**src/rtl/secuenciador_salto.sv**
```systemverilog
// -----------------------------------------------------------------------------
// secuenciador_salto
//
// Branch and sequencing controller for the program counter. Every instruction
// walks through FETCH -> DECODE -> EVAL -> UPDATE. The jump decision is taken
// at the end of EVAL (FLAGS sampled there) and presented to the PC during
// UPDATE, which the PC captures on the falling edge.
//
// Optional feature: define SECUENCIADOR_CALL_STACK_EN to build a STACK_DEPTH x
// 11-bit return-address LIFO for CALL/RET. Without it CALL acts as B, RET acts
// as a sequential opcode and STACK_ERR is tied low.
//
// Ports:
//   CLK        in   clock, rising edge
//   RESET_N    in   asynchronous active-low reset
//   RUN        in   level; starts sequencing, falling lets the current
//                   instruction finish before returning to IDLE
//   OPCODE     in   [4:0]  opcode, sampled at the end of DECODE
//   COND       in   [3:0]  branch condition, sampled at the end of DECODE
//   TARGET     in   [10:0] jump target, sampled at the end of DECODE
//   PC_IN      in   [10:0] current PC, sampled at the end of DECODE
//   FLAGS      in   [3:0]  {Z, N, C, OV}, sampled at the end of EVAL
//   WPC        out  PC write-enable, one cycle per executed instruction
//   ALU_JMP    out  taken conditional branch (only while WPC=1)
//   UC_JMP     out  taken unconditional jump (only while WPC=1)
//   DOUT       out  [10:0] jump target (0 unless a jump is taken)
//   BUSY       out  high in every state except IDLE and HALT
//   HALTED     out  high in HALT
//   STACK_ERR  out  sticky stack overflow/underflow flag
//   state_dbg  out  [2:0] current FSM state encoding, for observation only
//
// Interface protocol: there is no valid/ready handshake. RUN is a level; the
// instruction fields only need to be stable across the edge that leaves
// DECODE, and FLAGS across the edge that leaves EVAL.
// -----------------------------------------------------------------------------
module secuenciador_salto #(
    parameter int STACK_DEPTH = 4
) (
    input  logic        CLK,
    input  logic        RESET_N,
    input  logic        RUN,
    input  logic [4:0]  OPCODE,
    input  logic [3:0]  COND,
    input  logic [10:0] TARGET,
    input  logic [10:0] PC_IN,
    input  logic [3:0]  FLAGS,
    output logic        WPC,
    output logic        ALU_JMP,
    output logic        UC_JMP,
    output logic [10:0] DOUT,
    output logic        BUSY,
    output logic        HALTED,
    output logic        STACK_ERR,
    output logic [2:0]  state_dbg
);

    localparam logic [4:0] OP_B     = 5'h10;
    localparam logic [4:0] OP_BCOND = 5'h11;
    localparam logic [4:0] OP_CALL  = 5'h12;
    localparam logic [4:0] OP_RET   = 5'h13;
    localparam logic [4:0] OP_HALT  = 5'h1F;

    typedef enum logic [2:0] {
        S_IDLE   = 3'd0,
        S_FETCH  = 3'd1,
        S_DECODE = 3'd2,
        S_EVAL   = 3'd3,
        S_UPDATE = 3'd4,
        S_HALT   = 3'd5
    } state_t;

    // Elaboration-time guard on the stack depth range.
    if (STACK_DEPTH < 2 || STACK_DEPTH > 8) begin : g_depth_check
        $error("secuenciador_salto: STACK_DEPTH must be in 2..8");
    end

    state_t      state;
    logic [4:0]  op_q;
    logic [3:0]  cond_q;
    logic [10:0] target_q;

    logic        z_f, n_f, c_f, ov_f;
    logic        cond_taken;
    logic        dec_alu;
    logic        dec_uc;
    logic [10:0] dec_dout;

    assign {z_f, n_f, c_f, ov_f} = FLAGS;
    assign state_dbg = state;

`ifdef SECUENCIADOR_CALL_STACK_EN
    localparam int SP_W  = $clog2(STACK_DEPTH + 1);
    localparam int IDX_W = $clog2(STACK_DEPTH);

    logic [10:0]     stack_mem [STACK_DEPTH];
    logic [SP_W-1:0] sp;            // number of valid entries
    logic [10:0]     pc_q;
    logic            push_q;
    logic            pop_q;
    logic            stack_full;
    logic            stack_empty;
    logic [10:0]     stack_top;
    logic            dec_push;
    logic            dec_pop;
    logic            dec_err;

    assign stack_full  = (sp == SP_W'(STACK_DEPTH));
    assign stack_empty = (sp == '0);
    // Only read when the stack is non-empty, so the wrap at sp=0 is harmless.
    assign stack_top   = stack_mem[IDX_W'(sp - 1'b1)];
`else
    logic unused_pc;
    assign unused_pc = ^PC_IN;
    assign STACK_ERR = 1'b0;
`endif

    // Condition evaluation uses the live FLAGS; it only matters on the edge
    // that leaves EVAL, which is where FLAGS is defined to be sampled.
    always_comb begin
        cond_taken = 1'b0;
        case (cond_q)
            4'd0:    cond_taken = z_f;
            4'd1:    cond_taken = ~z_f;
            4'd2:    cond_taken = n_f ^ ov_f;
            4'd3:    cond_taken = z_f | (n_f ^ ov_f);
            4'd4:    cond_taken = ~z_f & ~(n_f ^ ov_f);
            4'd5:    cond_taken = ~(n_f ^ ov_f);
            4'd6:    cond_taken = c_f;
            4'd7:    cond_taken = ~c_f;
            default: cond_taken = 1'b0;
        endcase
    end

    // Next-PC decision from the registered instruction fields.
    always_comb begin
        dec_alu  = 1'b0;
        dec_uc   = 1'b0;
        dec_dout = '0;
`ifdef SECUENCIADOR_CALL_STACK_EN
        dec_push = 1'b0;
        dec_pop  = 1'b0;
        dec_err  = 1'b0;
`endif
        case (op_q)
            OP_B: begin
                dec_uc   = 1'b1;
                dec_dout = target_q;
            end
            OP_BCOND: begin
                if (cond_taken) begin
                    dec_alu  = 1'b1;
                    dec_dout = target_q;
                end
            end
            OP_CALL: begin
                // The jump is taken even when the return address cannot be kept.
                dec_uc   = 1'b1;
                dec_dout = target_q;
`ifdef SECUENCIADOR_CALL_STACK_EN
                if (stack_full) dec_err  = 1'b1;
                else            dec_push = 1'b1;
`endif
            end
            OP_RET: begin
`ifdef SECUENCIADOR_CALL_STACK_EN
                // An empty-stack RET degrades to a sequential step.
                if (stack_empty) begin
                    dec_err = 1'b1;
                end else begin
                    dec_uc   = 1'b1;
                    dec_dout = stack_top;
                    dec_pop  = 1'b1;
                end
`endif
            end
            default: ;
        endcase
    end

    // Main FSM. Outputs are registered for the state being entered, so WPC and
    // the jump fields appear exactly for the UPDATE cycle.
    always_ff @(posedge CLK or negedge RESET_N) begin
        if (!RESET_N) begin
            state    <= S_IDLE;
            op_q     <= '0;
            cond_q   <= '0;
            target_q <= '0;
            WPC      <= 1'b0;
            ALU_JMP  <= 1'b0;
            UC_JMP   <= 1'b0;
            DOUT     <= '0;
            BUSY     <= 1'b0;
            HALTED   <= 1'b0;
        end else begin
            WPC     <= 1'b0;
            ALU_JMP <= 1'b0;
            UC_JMP  <= 1'b0;
            DOUT    <= '0;
            case (state)
                S_IDLE: begin
                    if (RUN) begin
                        state <= S_FETCH;
                        BUSY  <= 1'b1;
                    end
                end
                S_FETCH: begin
                    state <= S_DECODE;
                end
                S_DECODE: begin
                    op_q     <= OPCODE;
                    cond_q   <= COND;
                    target_q <= TARGET;
                    state    <= S_EVAL;
                end
                S_EVAL: begin
                    if (op_q == OP_HALT) begin
                        state  <= S_HALT;
                        BUSY   <= 1'b0;
                        HALTED <= 1'b1;
                    end else begin
                        state   <= S_UPDATE;
                        WPC     <= 1'b1;
                        ALU_JMP <= dec_alu;
                        UC_JMP  <= dec_uc;
                        DOUT    <= dec_dout;
                    end
                end
                S_UPDATE: begin
                    if (RUN) begin
                        state <= S_FETCH;
                    end else begin
                        state <= S_IDLE;
                        BUSY  <= 1'b0;
                    end
                end
                S_HALT: begin
                    state <= S_HALT;
                end
                default: begin
                    state  <= S_IDLE;
                    BUSY   <= 1'b0;
                    HALTED <= 1'b0;
                end
            endcase
        end
    end

`ifdef SECUENCIADOR_CALL_STACK_EN
    // Return-address stack. The push/pop decided in EVAL is committed while
    // UPDATE is presented, so the next instruction sees the new top.
    always_ff @(posedge CLK or negedge RESET_N) begin
        if (!RESET_N) begin
            sp        <= '0;
            pc_q      <= '0;
            push_q    <= 1'b0;
            pop_q     <= 1'b0;
            STACK_ERR <= 1'b0;
            for (int i = 0; i < STACK_DEPTH; i++) begin
                stack_mem[i] <= '0;
            end
        end else begin
            case (state)
                S_DECODE: begin
                    pc_q <= PC_IN;
                end
                S_EVAL: begin
                    push_q <= dec_push;
                    pop_q  <= dec_pop;
                    if (dec_err) STACK_ERR <= 1'b1;
                end
                S_UPDATE: begin
                    if (push_q) begin
                        // 11-bit add wraps 2047 to 0.
                        stack_mem[IDX_W'(sp)] <= pc_q + 11'd1;
                        sp <= sp + 1'b1;
                    end else if (pop_q) begin
                        sp <= sp - 1'b1;
                    end
                    push_q <= 1'b0;
                    pop_q  <= 1'b0;
                end
                default: ;
            endcase
        end
    end
`endif

endmodule

```
**config.mk**
```make
export PLATFORM = sky130hd
export DESIGN_NAME = secuenciador_salto
export DESIGN_NICKNAME = d
export VERILOG_FILES = /design/src/rtl/secuenciador_salto.sv
export SDC_FILE = /design/constraint.sdc
export NUM_CORES = 1
export LEC_CHECK = 0
export CAP_MARGIN = 20
export CELL_PAD_IN_SITES_DETAIL_PLACEMENT = 1
export CELL_PAD_IN_SITES_GLOBAL_PLACEMENT = 2
export CORE_UTILIZATION = 39
export DETAILED_ROUTE_END_ITERATION = 10
export DONT_BUFFER_PORTS = 1
export GPL_ROUTABILITY_DRIVEN = 0
export HOLD_SLACK_MARGIN = 0.02
export PLACE_DENSITY = 0.78
export SLEW_MARGIN = 5
export SYNTH_ARGS = -nofsm -noshare
export SYNTH_HDL_FRONTEND = slang
export SYNTH_SLANG_ARGS = --single-unit
```
**constraint.sdc**
```tcl
create_clock -name CLK -period 1.9 [get_ports CLK]
set_input_delay 0.19 -clock CLK [delete_from_list [all_inputs] [get_ports CLK]]
set_output_delay 0.19 -clock CLK [all_outputs]
set_load 0.01 [all_outputs]
```
## Word-level counts from Yosys, hierarchy flattened

Cells that the tools add are included.

- Output and inout port bits: 20
- Bits in registers: 39
- Input port bits: 38
- Logic and storage cells: 68

- Reduce and logical (&&, ||, !) cells: 7
- Bitwise logic cells: 8
- Equality and inequality tests: 19
- Mux-type cells: 24

Operators with widths:

| cell | count |
|---|---|
| two-way mux 11 bit | 3 |
| one-hot mux 11 bit (2 select lines) | 1 |
| == test 5 bit, second input constant | 4 |
| one-hot mux 3 bit (6 select lines) | 1 |
| == test 4 x 3 -> 1 bit, second input constant | 4 |
| two-way mux 1 bit | 15 |
| == test 4 x 2 -> 1 bit, second input constant | 2 |
| one-hot mux 1 bit (8 select lines) | 1 |
| == test 3 x 2 -> 1 bit, second input constant | 2 |
| == test 3 bit, second input constant | 2 |
| != test 2 bit, second input constant | 3 |
| inverter 1 bit | 5 |
| OR reduction 5 bit | 1 |
| == test 4 x 1 -> 1 bit, second input constant | 1 |
| logical NOT 4 bit | 1 |
| one-hot mux 1 bit (4 select lines) | 1 |
| AND reduction 4 bit | 1 |
| == test 3 x 1 -> 1 bit, second input constant | 1 |
| logical NOT 3 bit | 1 |
| two-way mux 3 bit | 1 |
| OR reduction 3 bit | 1 |
| one-hot mux 1 bit (2 select lines) | 1 |
| AND reduction 2 bit | 1 |
| OR reduction 2 bit | 1 |
| other kinds (3) | 3 |

## Longest topological paths before layout

Gate-level depths: netlist of the first run.

- Word-level depth: 8
- Depth in mapped cells: 7
- Depth with buffers taken out: 5

## Worst setup path after synthesis of the first run

No wires, ideal clock.

- Path type: flip-flop to flip-flop
- Start: reg state[0], in the netlist state_dbg[0]
- End: reg cond_q[3]
- Slack: 316 ps
- Arrival time: 1456 ps
- Path buffers: 2
- Required time: 1772 ps
- Cell stages (with the launch flop): 5
- Cell sequence: dfrtp_1 -> buf_2 -> nor3b_1 -> buf_2 -> mux2_1

- Longest elaborated chain between the ends: 1

RTL lines:

| element | RTL line | RTL |
|---|---|---|
| from (decl) | 77 | `state_t state;` |
| from (signal assigned) | 184 | `state <= S_IDLE;` |
| from (signal assigned) | 202 | `state <= S_FETCH;` |
| from (signal assigned) | 207 | `state <= S_DECODE;` |
| == test 3 x 2 -> 1 bit | 199 | `case (state)` |
| to (signal assigned) | 186 | `cond_q <= '0;` |
| to (signal assigned) | 211 | `cond_q <= COND;` |
| to (decl) | 79 | `logic [3:0] cond_q;` |

No other way between the ends.
A chain may end at the register's enable or synchronous reset.

## Worst setup path after layout of the first run

- Start: reg cond_q[1]
- End: reg DOUT[10]

- Longest elaborated chain between the ends: 6
- Elaborated cells between the ends (all ways): 13
- Those cells by class: 7 x eq/ne; 5 x mux; 1 x reduce/logical

RTL lines:

| element | RTL line | RTL |
|---|---|---|
| == test 4 x 3 -> 1 bit, or another cell as far along | 121 | `case (cond_q)` |
| one-hot mux 1 bit (8 select lines) (*) | 121 |  |
| two-way mux 11 bit (*) | 150 | `if (cond_taken) begin` |
| one-hot mux 11 bit (2 select lines) (*) | 144 | `case (op_q)` |
| two-way mux 11 bit (*) | 216 | `if (op_q == OP_HALT) begin` |
| two-way mux 11 bit (*) | 199 |  |
| to (signal assigned) | 225 | `DOUT <= dec_dout;` |
| to (decl) | 50 | `output logic [10:0] DOUT,` |

Mark *: on every way between the ends. The rest lies on a longest branch, timed or not.

==> results.cfg, run 1 <==
[layout]
syn2layout_area_growth_pct = 15.0
final_core_util_pct = 46.7
fin_nets = 173
antenna_cells = 0
drive_gt1_share_pct = 22.1

[timing]
tns_ns = 0
slew_violations = 0
post-route-period-util_pct = 83.3
hold_viol_final = 0
hold_ws_ns = 0.0347
skew_ns = 0.00362
fmax_mhz = 632
period_needed_ns = 1.58
setup_viol = 0
rsz0062_at_grt = no

[synthesis]
yosys.cell_count.top_type = dfrtp_1
synth_compound_area_share_pct = 6.72
syn_nets = 158
synth-simple-area-share_pct = 14.9
synth_mux_area_share_pct = 13.1
synth_top_family_by_area = simple AND/OR/NAND/NOR gates
ys_seq_elements = 39
ys.flop_type = dfrtp_1
synthXorXnorAreaFrac_pct = 1.60
synth_fa_ha_area_share_pct = 0
synthesis.area_um2 = 1640
synth_area_leaders = dfrtp_1 (60%), mux2_1 (13%), nor2b_2 (5.3%)
synth_warnings = 0
netlist_top_cells_count = dfrtp_1 (39), mux2_1 (19), nor2b_2 (10), a21oi_1 (5), nor2_1 (5)
netlist.area_leader.share_pct = 59.6
synthCells = 120
postSynthAreaPerCell_um2 = 13.6
yosysUniqueCellTypes = 33
synth_edf_count = 0
synthArstFlopShare_pct = 100
synth_top_area_cell = dfrtp_1
seq_area_frac_synth_pct = 59.6

[global_routing]
grt.overflow.total = 0
grt_max_degree = 40
grt_usage_pct = 16.4
grt_pass1_vias = 1031
grt_pass1_wl_um = 5130
grt_antenna_before_repair = 0

[cts]
cts.clk_slew.worst_paths_ns = 0.07
cts_sinks = 39
max-clock-path-buffers = 2
cts_tree = built
clk_latency_ns = 0.29
postCtsSetupBuffers = 0
htreeDepth = 2
cts_inserted_buffers = 5
clockRootBuffer = clkbuf_8

[drt]
wirelength_um = 3060
antenna_left = 0
wl_per_cell_um = 16.5
first_iter_violations = 35
vias = 937
drcViolationCount = 0
via_per_inst = 5.04
first_pass_iters = 4

[die]
rows = 23
initial_core_util_pct = 40.7
coreArea_um2 = 4030
fp.dieArea_um2 = 4460
die_y_um = 66.8
dieWidth_um = 66.8
ios = 58

[pwr]
p_switching_mw = 0.919
peakVddDrop_v = 0.000654
power_frac_comb_pct = 31.8
clock_power_share_pct = 19.3
internal-power_mw = 1.85
swShare_pct = 33.2
powerDensity_nw_per_um2 = 1470
power_mw = 2.77
cellLeakagePower_nw = 0.840
seqPwrFrac_pct = 48.9

[worst_setup_path]
path_max_fanout = 11
path_buf_inv = 1
critPathRequiredTime_ns = 2.07
regToRegStartpoint = cond_q[1]
critPathLaunchType = register
crit_family = compound AO/OA/AOI/OAI gates
cp_slowest_stage_delay_ns = 0.45
cpMaxStageDelayCell = dfrtp_1
reg2reg_depth = 5
cp-end-kind = register
cp_cell_sequence = o31a_1, o2111a_2, a21oi_2, buf_4, nor2b_1
path_class = reg -> reg
critPathArrivalTime_ns = 1.76
reg2reg_slack_ns = 0.32
r2r-end = DOUT[10]

[placement]
dpl.hpwl_um = 2130
port_buffers = 0

[job]
max_cap_viol_count = 0

[hold_path]
worst_hold_path.endpoint = op_q[1]
worstHoldStart = OPCODE[1]
hold_class = in -> reg
hold_path_depth = 1

[status]
status = complete, no violations
==> layer usage <==
layer / vias to the layer above / global-route usage [%] / share of wire [%]
li1: 435 / - / -
met1: 467 / 19.1 / 42
met2: 29 / 26.9 / 51
met3: 6 / 4.62 / 5.0
met4: 0 / 9.57 / 2.1
met5: - / 0 / 0
==> flip-flops by register name (all words and copies together), names as in the netlist <==
| register | count |
|---|---|
| ALU_JMP | 1 |
| BUSY | 1 |
| DOUT | 11 |
| HALTED | 1 |
| UC_JMP | 1 |
| WPC | 1 |
| cond_q | 4 |
| op_q | 5 |
| state_dbg | 3 |
| target_q | 11 |
==> layout make-up <==
| type | instances | area, um2 |
|---|---|---|
| Inverter | 3 | 11.3 |
| Fill cell | 423 | 2150 |
| Timing Repair Buffer | 15 | 145 |
| Sequential cell | 39 | 976 |
| Clock buffer | 6 | 72.6 |
| Tap cell | 50 | 62.6 |
| Clock inverter | 2 | 12.5 |
| Multi-Input combinational cell | 71 | 603 |
==> per-stage QoR <==
step           cell area (um2)  instances  setup WS (ns)
6_report                  1880        186          0.318
4_1_cts                   1870        185          0.312
5_1_grt                   1880        186          0.260
3_3_place_gp              1700        169          0.330
2_1_floorplan             1640        120          0.316
3_5_place_dp              1700        169          0.330
==> placed cells by master (no fill, tap or decap), types with 2 or more instances in the layout <==
cell           Yosys  routed
dfrtp_1           39      39
mux2_1            19      19
nor2b_2           10      10
dlygate4sd3_1      0       8
buf_4              2       6
nor2_1             5       5
a21oi_1            5       5
clkbuf_8           0       5
inv_1              3       3
nand2b_1           3       3
xnor2_1            2       2
nand3_1            2       2
and3_1             2       2
nor2b_1            2       2
and2_1             2       2
nand2_1            2       2
==> worst reg2reg max path, cell delays in order (launching register included) <==
cell and delay (ns):
dfrtp_1 0.45, o31a_1 0.33, o2111a_2 0.26, a21oi_2 0.12
buf_4 0.23, nor2b_1 0.08
==> logic make-up after synthesis <==
family	after synthesis
flip-flops	39
multiplexers	19
AND/OR/NAND/NOR	33
AO/OA/AOI/OAI	15
other	1
buffers and inverters	10
XOR/XNOR	3
==> power by group through the flow <==
stage	Combinational, mW	Sequential [mW]	Clock, mW
after CTS	0.899	1.35	0.571
after floorplan	0.702	1.31	0
final	0.880	1.35	0.535
after global placement	0.806	1.34	0
after detailed placement	0.862	1.37	0
after global routing	0.976	1.40	0.595
==> what timing repair did <==
action | in CTS | in global routing
hold buffers | 8 | 1
resized for setup | 0 | 0
hold endpoints to repair | 45 | 1
==> how the worst max path moves through the flow <==
stage,startpoint,to,cells past startpoint
after floorplan,state_dbg[0],cond_q[3],4
after global placement,cond_q[1],DOUT[10],5
after detailed placement,cond_q[1],DOUT[10],5
after CTS,cond_q[1],DOUT[10],5
after global routing,cond_q[1],DOUT[10],5
final,cond_q[1],DOUT[10],5
Note: power is estimated with default switching activity, not from simulation.
==> run 2, diff against run 1 <==
==> constraint.sdc (replaced) <==
create_clock -name CLK -period 1.5 [get_ports CLK]
set_input_delay 0.15 -clock CLK [delete_from_list [all_inputs] [get_ports CLK]]
set_output_delay 0.15 -clock CLK [all_outputs]
set_load 0.01 [all_outputs]
==> results.cfg, run 2 (synthesized netlist as in run 1, its figures left out) <==
[drt]
wirelength_um = 3400
first_pass_iters = 2
drcViolationCount = 0
first_iter_violations = 37
antenna_left = 0
wl_per_cell_um = 17.0
via_per_inst = 5.11
vias = 1021

[pwr]
powerDensity_nw_per_um2 = 1830
peakVddDrop_v = 0.000890
cellLeakagePower_nw = 0.928

[worst_setup_path]
path_buf_inv = 1
path_class = reg -> reg
regToRegStartpoint = cond_q[1]
cp_slowest_stage_delay_ns = 0.42
r2r-end = DOUT[10]
crit_start = cond_q[1]
cp_cell_sequence = o31a_1, o2111a_2, a21oi_4, buf_12, nor2b_1
critPathRequiredTime_ns = 1.67
cpMaxStageDelayCell = dfrtp_1
path_max_fanout = 11
cp-end-kind = register
reg2reg_depth = 5
critPathLaunchType = register
reg2reg_slack_ns = -0.003
critPathArrivalTime_ns = 1.68
crit_family = compound AO/OA/AOI/OAI gates

[timing]
fmax_mhz = 665
post-route-period-util_pct = 100
period_needed_ns = 1.50
tns_ns = -0.00466
hold_viol_final = 0
final.setup.worst_slack_ns = -0.00322
skew_ns = 0.00217
setup_viol = 3
rsz0062_at_grt = yes
slew_violations = 0

[global_routing]
grt_max_degree = 40
grt_pass1_vias = 1212
grt.overflow.total = 0
grt_pass1_wl_um = 5670
grt_antenna_before_repair = 0
grt_usage_pct = 18.4

[job]
max_cap_viol_count = 0

[layout]
syn2layout_area_growth_pct = 27.7
antenna_cells = 0
final_common_cell = dfrtp_1
fin_nets = 188
final_cells = 200
final_cell_mix = dfrtp_1 (38), dlygate4sd3_1 (21), mux2_1 (19), nor2b_2 (10)
top_regs = DOUT (11), target_q (11), op_q (5)
drive_gt1_share_pct = 22.0
final_area_um2 = 2090

[cts]
cts_tree = built
cts_inserted_buffers = 5
clockRootBuffer = clkbuf_8
postCtsSetupBuffers = 0
cts_sinks = 39
max-clock-path-buffers = 2
clk_latency_ns = 0.28
cts.clk_slew.worst_paths_ns = 0.07
htreeDepth = 2

[hold_path]
worst_hold_path.endpoint = state_dbg[0]
hold_class = in -> reg
worstHoldStart = RUN
hold_path_depth = 2

[placement]
place_area_um2 = 1730
dpl.hpwl_um = 2360
port_buffers = 0
dp_cells = 171
pre_cts_slack_ns = 0.00748

[status]
status = finished, violations left
violations = setup timing

[die]
ios = 58
die_y_um = 66.8
fp.dieArea_um2 = 4460
dieWidth_um = 66.8
rows = 23
coreArea_um2 = 4030
initial_core_util_pct = 40.7
[run 2: power breakdown]
part / total (mW) / internal [mW] / switching, mW
Sequential: 1.74 / 1.43 / 0.313
Clock: 0.812 / 0.487 / 0.325
Combinational: 1.27 / 0.690 / 0.576
[run 2: worst max-delay path by stage]
stage | endpoint | slack [ns] | cells after the start
after floorplan | DOUT[0] | 0.003 | 7
after global placement | DOUT[10] | 0.02 | 5
after detailed placement | DOUT[10] | 0.007 | 5
after CTS | DOUT[10] | 0.008 | 5
after global routing | DOUT[1] | -0.07 | 5
final | DOUT[10] | -0.003 | 5
[run 2: stage by stage]
| step | hold WS, ns | util (%) | power (mW) |
|---|---|---|---|
| after floorplan | -0.146 | - | 2.57 |
| after global placement | -0.145 | 43.0 | 2.79 |
| after detailed placement | -0.145 | 43.0 | 2.92 |
| after CTS | 0.124 | 51.6 | 3.85 |
| after global routing | 0.132 | 51.9 | 4.11 |
| final | 0.140 | 51.9 | 3.82 |
[run 2: cell type report]
cell class,count,area [um2]
tap,50,62.6
clock inverter,1,30.0
sequential,39,977
clock buffer,6,72.6
inverter,3,11.3
fill,409,1940
multi-input combinational,71,628
timing repair buffer,30,310
[run 2: repair_timing]
| action | CTS | global route |
|---|---|---|
| resized for setup | 3 | 4 |
| hold buffers | 22 | 0 |
| endpoints found under the hold margin | 59 | 0 |
| pin swaps | 0 | 0 |
| endpoints found under the setup margin | 11 | 28 |
[run 2: per-layer routing]
metal,track usage [%],share of wire (%)
met1,18.8,35
met2,33.1,58
met5,0,0
met3,7.71,5.3
met4,6.38,1.6
[run 2: worst register-to-register path: stages (launching register included)]
cell and delay, ns:
dfrtp_1 0.42, o31a_1 0.32, o2111a_2 0.28, a21oi_4 0.16
buf_12 0.16, nor2b_1 0.05
